File: src/rtl/eeg_stream_if.sv
// Valid/ready byte stream carrying processed EEG samples into the UART framer.
// The master drives data/valid; the slave answers with ready.
interface eeg_stream_if;
    logic [7:0] s_data;
    logic       s_valid;
    logic       s_ready;

    modport master (output s_data, output s_valid, input s_ready);
    modport slave  (input s_data, input s_valid, output s_ready);
endinterface

File: src/rtl/eeg_result_uart_tx.sv
// Buffers EEG samples in a FIFO and sends them as UART 8N1 frames: A5, seq, samples[, checksum].
// The checksum byte is compiled in only when EEG_TX_CHECKSUM_EN is defined.
module eeg_result_uart_tx #(
    parameter int CLKS_PER_BIT      = 868,
    parameter int FIFO_DEPTH        = 16,
    parameter int SAMPLES_PER_FRAME = 4
) (
    input  logic                        clk,
    input  logic                        rst,
    eeg_stream_if.slave                 s,
    output logic                        txd,
    output logic                        busy,
    output logic                        frame_done,
    output logic [$clog2(FIFO_DEPTH):0] fifo_level
);
    localparam int PTR_W = $clog2(FIFO_DEPTH);
    localparam int LVL_W = PTR_W + 1;
    localparam int CNT_W = $clog2(CLKS_PER_BIT);
    localparam int SMP_W = $clog2(SAMPLES_PER_FRAME) + 1;
    localparam logic [7:0]       SYNC_BYTE = 8'hA5;
    localparam logic [CNT_W-1:0] CNT_LAST  = CNT_W'(CLKS_PER_BIT - 1);
    localparam logic [CNT_W-1:0] CNT_PRE   = CNT_W'(CLKS_PER_BIT - 2);
    localparam logic [SMP_W-1:0] SMP_LAST  = SMP_W'(SAMPLES_PER_FRAME - 1);

`ifdef EEG_TX_CHECKSUM_EN
    typedef enum logic [2:0] {ST_IDLE, ST_SYNC, ST_SEQ, ST_DATA, ST_CSUM} state_t;
`else
    typedef enum logic [1:0] {ST_IDLE, ST_SYNC, ST_SEQ, ST_DATA} state_t;
`endif

    logic [7:0]       fifo_mem [FIFO_DEPTH];
    logic [PTR_W-1:0] wr_ptr_q, wr_ptr_d, rd_ptr_q, rd_ptr_d;
    logic [LVL_W-1:0] level_q, level_d;
    state_t           state_q, state_d;
    logic [CNT_W-1:0] cnt_q, cnt_d;
    logic [3:0]       bit_q, bit_d;
    logic [8:0]       shift_q, shift_d;
    logic [SMP_W-1:0] smp_q, smp_d;
    logic [7:0]       seq_q, seq_d;
    logic             txd_q, txd_d;
    logic             busy_q, busy_d;
    logic             frame_done_q, frame_done_d;
`ifdef EEG_TX_CHECKSUM_EN
    logic [7:0]       csum_q, csum_d;
`endif

    logic       push, pop, load, last_byte;
    logic [7:0] load_byte, rd_data;

    // Ready depends only on the registered level, so a same-cycle pop never admits a push when full.
    assign s.s_ready = (level_q < LVL_W'(FIFO_DEPTH));
    assign push      = s.s_valid && s.s_ready;
    assign rd_data   = fifo_mem[rd_ptr_q];

`ifdef EEG_TX_CHECKSUM_EN
    assign last_byte = (state_q == ST_CSUM);
`else
    assign last_byte = (state_q == ST_DATA) && (smp_q == SMP_LAST);
`endif

    always_comb begin
        state_d      = state_q;
        cnt_d        = cnt_q;
        bit_d        = bit_q;
        shift_d      = shift_q;
        smp_d        = smp_q;
        txd_d        = txd_q;
        frame_done_d = 1'b0;
        seq_d        = frame_done_q ? seq_q + 8'd1 : seq_q;
`ifdef EEG_TX_CHECKSUM_EN
        csum_d       = csum_q;
`endif
        pop          = 1'b0;
        load         = 1'b0;
        load_byte    = 8'h00;

        if (state_q == ST_IDLE) begin
            if (level_q >= LVL_W'(SAMPLES_PER_FRAME)) begin
                state_d   = ST_SYNC;
                load      = 1'b1;
                load_byte = SYNC_BYTE;
            end
        end else begin
            frame_done_d = last_byte && (bit_q == 4'd9) && (cnt_q == CNT_PRE);
            if (cnt_q != CNT_LAST) begin
                cnt_d = cnt_q + CNT_W'(1);
            end else if (bit_q != 4'd9) begin
                cnt_d   = '0;
                bit_d   = bit_q + 4'd1;
                txd_d   = shift_q[0];
                shift_d = {1'b1, shift_q[8:1]};
            end else begin
                // End of a stop bit: chain the next byte with no idle gap, or finish the frame.
                case (state_q)
                    ST_SYNC: begin
                        state_d   = ST_SEQ;
                        load      = 1'b1;
                        load_byte = seq_q;
`ifdef EEG_TX_CHECKSUM_EN
                        csum_d    = seq_q;
`endif
                    end
                    ST_SEQ: begin
                        state_d   = ST_DATA;
                        load      = 1'b1;
                        load_byte = rd_data;
                        pop       = 1'b1;
                        smp_d     = '0;
`ifdef EEG_TX_CHECKSUM_EN
                        csum_d    = csum_q + rd_data;
`endif
                    end
                    ST_DATA: begin
                        if (smp_q == SMP_LAST) begin
`ifdef EEG_TX_CHECKSUM_EN
                            state_d   = ST_CSUM;
                            load      = 1'b1;
                            load_byte = csum_q;
`else
                            state_d   = ST_IDLE;
`endif
                        end else begin
                            load      = 1'b1;
                            load_byte = rd_data;
                            pop       = 1'b1;
                            smp_d     = smp_q + SMP_W'(1);
`ifdef EEG_TX_CHECKSUM_EN
                            csum_d    = csum_q + rd_data;
`endif
                        end
                    end
                    default: state_d = ST_IDLE;
                endcase
            end
        end

        if (load) begin
            txd_d   = 1'b0;
            shift_d = {1'b1, load_byte};
            cnt_d   = '0;
            bit_d   = 4'd0;
        end

        busy_d   = (state_d != ST_IDLE);
        wr_ptr_d = push ? wr_ptr_q + PTR_W'(1) : wr_ptr_q;
        rd_ptr_d = pop  ? rd_ptr_q + PTR_W'(1) : rd_ptr_q;
        case ({push, pop})
            2'b10:   level_d = level_q + LVL_W'(1);
            2'b01:   level_d = level_q - LVL_W'(1);
            default: level_d = level_q;
        endcase
    end

    always_ff @(posedge clk) begin
        if (push) fifo_mem[wr_ptr_q] <= s.s_data;
    end

    always_ff @(posedge clk or posedge rst) begin
        if (rst) begin
            state_q      <= ST_IDLE;
            wr_ptr_q     <= '0;
            rd_ptr_q     <= '0;
            level_q      <= '0;
            cnt_q        <= '0;
            bit_q        <= 4'd0;
            shift_q      <= 9'h1FF;
            smp_q        <= '0;
            seq_q        <= 8'h00;
            txd_q        <= 1'b1;
            busy_q       <= 1'b0;
            frame_done_q <= 1'b0;
`ifdef EEG_TX_CHECKSUM_EN
            csum_q       <= 8'h00;
`endif
        end else begin
            state_q      <= state_d;
            wr_ptr_q     <= wr_ptr_d;
            rd_ptr_q     <= rd_ptr_d;
            level_q      <= level_d;
            cnt_q        <= cnt_d;
            bit_q        <= bit_d;
            shift_q      <= shift_d;
            smp_q        <= smp_d;
            seq_q        <= seq_d;
            txd_q        <= txd_d;
            busy_q       <= busy_d;
            frame_done_q <= frame_done_d;
`ifdef EEG_TX_CHECKSUM_EN
            csum_q       <= csum_d;
`endif
        end
    end

    assign txd        = txd_q;
    assign busy       = busy_q;
    assign frame_done = frame_done_q;
    assign fifo_level = level_q;
endmodule

File: src/flat_wrapper.sv
// flat-port wrapper written by rule: the top's interface ports become plain ports
module eeg_result_uart_tx_flat 
#(
    parameter int CLKS_PER_BIT      = 868,
    parameter int FIFO_DEPTH        = 16,
    parameter int SAMPLES_PER_FRAME = 4
)
  (clk, rst, txd, busy, frame_done, fifo_level, s_s_data, s_s_valid, s_s_ready);
  eeg_stream_if s_i ();
  input  logic clk;
  input  logic rst;
  output logic txd;
  output logic busy;
  output logic frame_done;
  output logic [$clog2(FIFO_DEPTH):0] fifo_level;
  input wire logic [$bits(s_i.s_data)-1:0] s_s_data;
  input wire logic [$bits(s_i.s_valid)-1:0] s_s_valid;
  output wire logic [$bits(s_i.s_ready)-1:0] s_s_ready;
  assign s_i.s_data = s_s_data;
  assign s_i.s_valid = s_s_valid;
  assign s_s_ready = s_i.s_ready;
  eeg_result_uart_tx #(.CLKS_PER_BIT(CLKS_PER_BIT), .FIFO_DEPTH(FIFO_DEPTH), .SAMPLES_PER_FRAME(SAMPLES_PER_FRAME)) u_core (.clk(clk), .rst(rst), .s(s_i), .txd(txd), .busy(busy), .frame_done(frame_done), .fifo_level(fifo_level));
endmodule
File: config.mk
export PLATFORM = sky130hd
export DESIGN_NAME = eeg_result_uart_tx_flat
export DESIGN_NICKNAME = d
export VERILOG_FILES = /design/src/rtl/eeg_stream_if.sv /design/src/rtl/eeg_result_uart_tx.sv /design/src/flat_wrapper.sv
export SDC_FILE = /design/constraint.sdc
export NUM_CORES = 1
export LEC_CHECK = 0
export CORE_MARGIN = 2
export CORE_UTILIZATION = 28
export DETAILED_ROUTE_END_ITERATION = 7
export HOLD_SLACK_MARGIN = 0.03
export SYNTH_ARGS = -nofsm -noshare
export SYNTH_HDL_FRONTEND = slang
export SYNTH_SLANG_ARGS = --single-unit
File: constraint.sdc
create_clock -name clk -period 5.6 [get_ports clk]
set_input_delay 0.84 -clock clk [delete_from_list [all_inputs] [get_ports clk]]
set_output_delay 0.84 -clock clk [all_outputs]
set_load 0.03 [all_outputs]
* Word level (Yosys, flattened, before mapping)
Memory sizes are Yosys's and may differ from the RTL's.
Cells that the tools add are included.
** Storage, ports and cells
- Register bits :: 52
- Bits in latches :: 0
- Memory bits (writable) :: 128
- ROM bits :: 0
- Bits of input ports :: 11
- Output and inout bits :: 9
- Memories :: 1
** Operators by class
- Add/subtract/negate cells :: 8
- Multipliers :: 0
- Div/mod/pow operators :: 0
- Order comparisons :: 2
- Eq/ne operators :: 13
- Shift operators :: 0
- Multiplexer cells :: 44
- Bitwise operators :: 3
- Reductions and logical operators :: 14
** Memories
- u_core.fifo_mem :: depth 16, bits a word 8, read ports 1, clocked after Yosys merged registers in 0, write ports 1, line eeg_result_uart_tx.sv:31 : logic [7:0] fifo_mem [FIFO_DEPTH];
** Operator list (number)
- $mux W10 :: 4
- $mux W8 :: 5
- $mux W9 :: 4
- $pmux W8 S3 :: 1
- $mux W4 :: 4
- $mux W1 :: 15
- $add A4 B1 Y4 const B :: 3
- $add A10 B1 Y10 const B :: 1
- $eq A10 B10 Y1 const B :: 1
- $mux W2 :: 5
- $ne A10 B10 Y1 const B :: 1
- $pmux W5 S2 :: 1
- $add A8 B1 Y8 const B :: 1
- $reduce_bool A2 Y1 :: 4
- $eq A2 B2 Y1 const B :: 3
- $pmux W2 S3 :: 1
- $pmux W3 S2 :: 1
- $add A5 B1 Y5 const B :: 1
- $ge A5 B3 Y1 const B :: 1
- $lt A5 B5 Y1 const B :: 1
- $reduce_and A5 Y1 :: 1
- $sub A5 B1 Y5 const B :: 1
- $eq A2 B1 Y1 const B :: 2
- $eq A4 B4 Y1 const B :: 1
- other kinds (14) :: 21

* Logic depth before layout (Yosys ltp)
Gate-level depths: netlist of the first run.
- Word-level depth :: 8
- Mapped depth :: 16

* Least setup slack after synthesis of the first run
OpenSTA, ideal clock, no wires.
- Path kind :: reg2reg
- From :: reg u_core.state_q[0]
- To :: reg u_core.level_q[4] (netlist: u_core.fifo_level[4])
- Library setup time :: 0.138 ns
- Arrival time :: 3.006 ns
- Required time :: 5.462 ns
- Slack :: 2.456 ns
- Cell stages (with the launch flop) :: 16
- Buffers on the path :: 1
- Period minus slack after synthesis :: 3.144 ns
- Cells stage by stage :: dfrtp_1 > inv_1 > ha_1 > or4b_4 > nor4_2 > o21ai_2 > inv_1 > ha_1 > clkbuf_1 > xor2_1 > ha_1 > inv_1 > o21ai_0 > a21oi_1 > o21bai_1 > xnor2_1
** On the way
- Cells in the longest elaborated chain, start to end :: 7
** Ends and longest elaborated chain
- start, declared :: line eeg_result_uart_tx.sv:34 : state_t state_q, state_d;
- start signal, assigned :: line eeg_result_uart_tx.sv:176 : state_q <= state_d;
- $eq A2 B2 Y1 :: line eeg_result_uart_tx.sv:94 : case (state_q)
- $pmux W1 S2 :: line eeg_result_uart_tx.sv:94
- $mux W1 :: line eeg_result_uart_tx.sv:87 : end else if (bit_q != 4'd9) begin
- $mux W1 :: line eeg_result_uart_tx.sv:85 : if (cnt_q != CNT_LAST) begin
- $mux W1 * :: line eeg_result_uart_tx.sv:77 : if (state_q == ST_IDLE) begin
- via u_core.pop :: line eeg_result_uart_tx.sv:47 : logic push, pop, load, last_byte;
- $eq A2 B1 Y1 / $eq A2 B2 Y1 (equally long branches) :: line eeg_result_uart_tx.sv:147 : case ({push, pop})
- $pmux W5 S2 / $reduce_bool A2 Y1 (equally long branches)
- end signal, assigned :: line eeg_result_uart_tx.sv:179 : level_q <= level_d;
- end, declared :: line eeg_result_uart_tx.sv:33 : logic [LVL_W-1:0] level_q, level_d;
The timed path passes the listed nets; every way through them passes the cells marked *.
A chain may end at the register's enable or synchronous reset.

* Worst setup path in the final report of the first run
Ends and elaborated chain as after synthesis.

==> results.py, run 1 <==
metrics = {
    "place": {
        "io_buffer_count": 19,
        "gp_congestion": 0.803,
        "post-dp-hpwl_mm": 11.1,
        "post-place-cells": 891,
    },
    "global_route": {
        "grt_max_degree": 47,
        "grt_pass1_wl_mm": 26.5,
        "antenna_found_initial": 0,
        "gr-total-overflow": 0,
        "grt_pass1_vias": 4612,
        "grtUsageTotal_pct": 12.1,
    },
    "finish": {
        "drive_above_1_share_pct": 16.1,
        "nets": 563,
        "area_growth_pct": 14.9,
        "stdcell_count": 923,
        "fillers": 2681,
        "final_util_pct": 32.6,
        "antenna_cells": 0,
    },
    "clock_network": {
        "clock-sinks": 179,
        "cts_resized": 0,
        "cts_hold_buf": 0,
        "cts_setup_buffers": 0,
        "cts.path.max_buffers": 2,
        "cts_root_buf": "clkbuf_16",
        "htree_levels": 4,
        "cts.clk_slew.worst_paths_ns": 0.07,
        "numCtsBuffers": 17,
        "cts_tree": "built",
        "clkLatencyLatePin_ns": 0.44,
    },
    "routing": {
        "wl_per_cell_um": 18.0,
        "drt-total-wl_mm": 16.6,
        "ant_nets": 0,
        "drt-initial-drc-count": 426,
        "vias": 4385,
        "avgViaCountPerCell": 4.75,
        "drtPass1Iterations": 5,
        "drc_errors": 0,
    },
    "logic_synthesis": {
        "yosysMostFrequentCell": "edfxtp_1",
        "ys_seq_area_share_pct": 65.3,
        "async_flop_share_pct": 28.5,
        "syn_nets": 543,
        "synth_top_area_cell": "edfxtp_1",
        "synthTopCellsByCount": "edfxtp_1 (128), dfrtp_1 (42), mux4_2 (32)",
        "synth_edf_count": 128,
        "ys.flop_type": "edfxtp_1",
        "synth_cell_types": 60,
        "netlist_instances": 512,
        "ys_warn_count": 0,
        "yosys-top-cells-area": "edfxtp_1 (49%), dfrtp_1 (13%), mux4_2 (9.2%)",
        "ys_ff_latch": 179,
        "syn_area_um2": 7860,
        "synth.avg_cell_area_um2": 15.4,
        "synth_top_area_share_pct": 48.9,
    },
    "sta": {
        "skew_ns": 0.0106,
        "hold_viol_final": 0,
        "hold_ws_ns": 0.492,
        "worst-slew-pin-transition_ns": 1.08,
        "rsz0062_at_grt": "false",
        "timing.fmax_mhz": 243,
        "setup_viol": 0,
        "slew_violations": 0,
        "fin_crit_ns": 4.12,
        "fin_tns_setup_ns": 0,
        "fin_crit_sh_pct": 73.6,
        "slew_headroom_pct": 27.3,
    },
    "floorplan": {
        "rows": 61,
        "die_h_um": 172,
        "io_pins": 20,
        "die_area_um2": 29400,
        "start_util_pct": 28.4,
        "core_um2": 27700,
        "die_x_um": 172,
    },
    "critical_path": {
        "startpoint_type": "register",
        "path_class": "register to register",
        "r2r-end": "u_core.fifo_level[4]",
        "crit_path_max_fanout": 12,
        "r2r-start": "u_core.state_q[0]",
        "startpoint": "u_core.state_q[0]",
        "required_ns": 5.95,
        "rrSetupSlack_ns": 1.48,
        "cp_data_arrival_time_ns": 4.47,
        "endpoint": "u_core.fifo_level[4]",
        "endpoint_kind": "register",
        "reg2regPathDepth": 14,
    },
    "power_and_ir_drop": {
        "leakage_nw": 3.09,
        "power.density_nw_per_um2": 379,
        "finalPower_mw": 3.42,
        "ir_worst_vdd_mv": 0.195,
    },
    "run": {
        "cap_violations": 0,
    },
    "outcome": {
        "status": "finished clean",
    },
    "hold_path": {
        "hold_path.class": "register to register",
    },
}
==> sequential cells by signal, indices dropped and copies added (netlist names), 2 cells and up <==
signal	cells
u_core.smp_q	3
u_core.wr_ptr_q	4
u_core.rd_ptr_q	4
u_core.shift_q	8
u_core.seq_q	8
u_core.fifo_mem	128
u_core.bit_q	4
u_core.state_q	2
u_core.cnt_q	10
u_core.fifo_level	5
==> cell families (layout without fill, tap and decap cells) <==
family,count (synthesis),count (layout),share of synthesized area [%]
DFF,179,179,65.3
adders and majority gates,20,20,3.18
buffers and inverters,35,68,1.89
xor gates and xnor gates,25,25,2.78
and+or+nand+nor,129,129,9.16
muxes,47,47,11.1
AOI/OAI and AO/OA,77,77,6.60
==> per-stage QoR <==
step,instance area [um^2],setup WS (ns)
floorplan,7860,2.46
global route,9040,1.08
CTS,9040,1.48
detailed placement,8450,1.52
finish,9040,1.48
global placement,8450,1.77
==> final cells by class <==
class	count	area, um^2	share of cell area, %
clock inverter	12	140	1.55
timing repair buffer	21	205	2.27
multi-input combinational	298	2580	28.6
inverter	15	56.3	0.623
sequential	179	5130	56.8
tap	378	473	5.23
clock buffer	20	447	4.94
==> power by group <==
group | internal (mW) | switching, mW
combinational | 0.206 | 0.335
clock | 0.645 | 0.544
sequential | 1.58 | 0.117
==> worst max-delay path: stages (launching register included) <==
cell and delay [ns]:
dfrtp_1 0.43, inv_1 0.13, ha_1 0.29, or4b_4 0.55, nor4_2 0.83, o21ai_2 0.29
inv_1 0.16, ha_1 0.34, xor2_1 0.18, ha_1 0.21, inv_1 0.04, o21ai_0 0.14
a21oi_1 0.10, o21bai_1 0.18, xnor2_1 0.15
==> metal layers <==
metal	wire length, um	vias to the layer above	track usage (%)	part of all wire (%)
met5	0	-	0	0
met4	210	0	4.38	1.3
met3	858	23	2.65	5.2
met2	8510	107	20.4	51
met1	6990	2253	15.2	42
li1	-	2002	-	-
==> worst min-delay path by stage <==
| stage | startpoint | end | slack, ns | depth (start not counted) |
|---|---|---|---|---|
| floorplan | u_core.seq_q[7] | u_core.seq_q[7] | 0.44 | 1 |
| detailed placement | u_core.seq_q[7] | u_core.seq_q[7] | 0.48 | 1 |
| finish | u_core.seq_q[7] | u_core.seq_q[7] | 0.49 | 1 |
| global placement | u_core.seq_q[7] | u_core.seq_q[7] | 0.47 | 1 |
| CTS | u_core.seq_q[7] | u_core.seq_q[7] | 0.50 | 1 |
| global route | u_core.seq_q[7] | u_core.seq_q[7] | 0.51 | 1 |
==> placed cells by master (no fill, tap or decap), drive strengths merged, types with 6 or more instances in the layout <==
cell type	count
xor2	9
ha	20
dfstp	9
xnor2	16
nand2	26
mux2i	12
and2	19
dfrtp	42
inv	22
a21oi	17
edfxtp	128
mux4	32
nor3	11
clkbuf	20
nor2	24
nand3	9
o21ai	18
clkdlybuf4s50	19
or3	6
Note: power is estimated with default switching activity, not from simulation.
==> inputs of run 2 (changes only) <==
clock period = 3.57 ns   (was 5.6 ns; I/O delays follow)
==> run 2 against run 1 <==
Net effect:
- die area unchanged
- non-clock buffer count up 7
- sequential power up 56%
- sequential share of layout area down 0.36 points
- first-iteration DRC count down 42%
- global-route usage down 0.12 points
- total power up 55%
- via count up 0.30%
- worst setup slack worse by 1.2 ns
- flip-flop and latch count unchanged
- clock power up 50%
==> results.py, run 2 (synthesis results as in run 1) <==
metrics = {
    "outcome": {
        "status": "finished clean",
    },
    "routing": {
        "avgViaCountPerCell": 4.73,
        "vias": 4398,
        "drtPass1Iterations": 4,
        "drc_errors": 0,
        "drt-initial-drc-count": 246,
        "drt-total-wl_mm": 16.7,
        "ant_nets": 0,
        "wl_per_cell_um": 17.9,
    },
    "sta": {
        "setup_viol": 0,
        "rsz0062_at_grt": "false",
        "slew_headroom_pct": 36.0,
        "fin_ws_ns": 0.299,
        "fin_crit_sh_pct": 91.6,
        "skew_ns": 0.00954,
        "fin_crit_ns": 3.27,
        "timing.fmax_mhz": 306,
        "fin_tns_setup_ns": 0,
        "worst-slew-pin-transition_ns": 0.959,
        "slew_violations": 0,
        "hold_viol_final": 0,
    },
    "critical_path": {
        "cp_data_arrival_time_ns": 3.61,
        "max_stage_delay_ns": 0.57,
        "required_ns": 3.91,
        "startpoint_type": "register",
        "slowest_stage": "or4b_4",
        "endpoint_kind": "register",
        "critPathBufInv": 3,
        "cp_common_cell": "inv_1",
        "cpLargestDelayFamily": "adder cells",
        "path_cells": "inv_1 > ha_1 > or4b_4 > nor4_4 > o21ai_2 > inv_1 > ha_2 > xor2_1 > ha_1 > inv_1 > o21ai_0 > a21oi_1 > o21bai_1 > xnor2_1",
        "path_class": "register to register",
        "crit_path_max_fanout": 8,
    },
    "global_route": {
        "grtUsageTotal_pct": 11.9,
        "grt_max_degree": 35,
        "grt_pass1_wl_mm": 26.0,
        "grt_pass1_vias": 4632,
        "antenna_found_initial": 1,
        "gr-total-overflow": 0,
    },
    "hold_path": {
        "hold_path.class": "register to register",
    },
    "floorplan": {
        "die_h_um": 172,
        "rows": 61,
        "die_x_um": 172,
        "io_pins": 20,
        "die_area_um2": 29400,
        "start_util_pct": 28.4,
        "core_um2": 27700,
    },
    "finish": {
        "drive_above_1_share_pct": 17.9,
        "regMostFlops": "u_core.fifo_mem",
        "largest_reg_flops": 128,
        "layout_commonest_cell": "edfxtp_1",
        "stdcell_count": 930,
        "final_cell_mix": "edfxtp_1 (128), dfrtp_1 (39), mux4_2 (32)",
        "top_regs": "u_core.fifo_mem x128, u_core.cnt_q x10",
        "final_util_pct": 32.8,
        "area_growth_pct": 15.7,
        "nets": 570,
        "antenna_cells": 0,
    },
    "clock_network": {
        "cts.path.max_buffers": 2,
        "cts_root_buf": "clkbuf_16",
        "cts_tree": "built",
        "htree_levels": 4,
        "numCtsBuffers": 17,
        "clkLatencyLatePin_ns": 0.43,
        "clock-sinks": 179,
        "cts.clk_slew.worst_paths_ns": 0.07,
    },
    "place": {
        "io_buffer_count": 19,
        "pre_cts_slack_ns": 0.135,
        "gp_congestion": 0.782,
        "post-dp-hpwl_mm": 11.2,
        "post-place-cells": 897,
    },
    "power_and_ir_drop": {
        "finalPower_mw": 5.32,
        "leakage_nw": 3.11,
        "power.density_nw_per_um2": 585,
        "ir_worst_vdd_mv": 0.306,
    },
    "run": {
        "cap_violations": 0,
    },
}
## run 2: changes by cell type in the layout (fill, tap and decap cells not counted), moves of 2 or more
cell	delta
clkinvlp_4	+2
buf_4	+6
dfrtp_1	-2
dfrtp_2	+2
## run 2: final timing paths
| check | cells past startpoint | slack (ns) | startpoint | to |
|---|---|---|---|---|
| worst max-delay path | 14 | 0.30 | u_core.state_q[0] | u_core.fifo_level[4] |
| worst min-delay path | 1 | 0.49 | u_core.seq_q[7] | u_core.seq_q[7] |
| worst max register to register | 14 | 0.30 | u_core.state_q[0] | u_core.fifo_level[4] |
| worst min register to register | 1 | 0.49 | u_core.seq_q[7] | u_core.seq_q[7] |
| max in group asynchronous | 3 | 2.20 | rst | u_core.shift_q[0] |
| min in group asynchronous | 2 | 0.56 | rst | u_core.wr_ptr_q[0] |
## run 2: report_power, final
group | leakage (nW) | total, mW | switching (mW) | internal [mW]
clock network | 0.275 | 1.79 | 0.864 | 0.929
registers | 1.80 | 2.65 | 0.172 | 2.48
logic | 1.04 | 0.878 | 0.543 | 0.335
total | 3.11 | 5.32 | 1.58 | 3.74
## run 2: layout make-up
class,count,area [um^2]
Tap cell,378,473
Fill cell,2654,18600
Multi-Input combinational cell,298,2590
Sequential cell,179,5130
Clock buffer,18,429
Timing Repair Buffer,28,270
Clock inverter,14,141
Inverter,15,56.3
## run 2: worst register-to-register path, cell delays in order (launching register included)
cell      delay [ns]
dfrtp_2         0.41
inv_1           0.11
ha_1            0.29
or4b_4          0.57
nor4_4          0.21
o21ai_2         0.15
inv_1           0.12
ha_2            0.28
xor2_1          0.17
ha_1            0.22
inv_1           0.05
o21ai_0         0.14
a21oi_1         0.09
o21bai_1        0.22
xnor2_1         0.16
## run 2: layer usage
layer / vias up / GRT usage (%) / wire (um)
li1: 2036 / - / -
met1: 2268 / 14.5 / 7220
met2: 74 / 21.1 / 8670
met3: 20 / 2.92 / 587
met4: 0 / 3.32 / 185
met5: - / 0 / 0
## run 2: repair_timing
| item | 4_1_cts | 5_1_grt |
|---|---|---|
| buffers inserted | 0 | 1 |
| hold buffers | 0 | 0 |
| endpoints found under the setup margin | 0 | 2 |
| resized for setup | 0 | 4 |
## run 2: through the flow
step	cell area, um^2	hold slack [ns]
floorplan	7860	0.442
global placement	8510	0.478
detailed placement	8510	0.476
CTS	9080	0.491
global route	9100	0.543
finish	9100	0.491
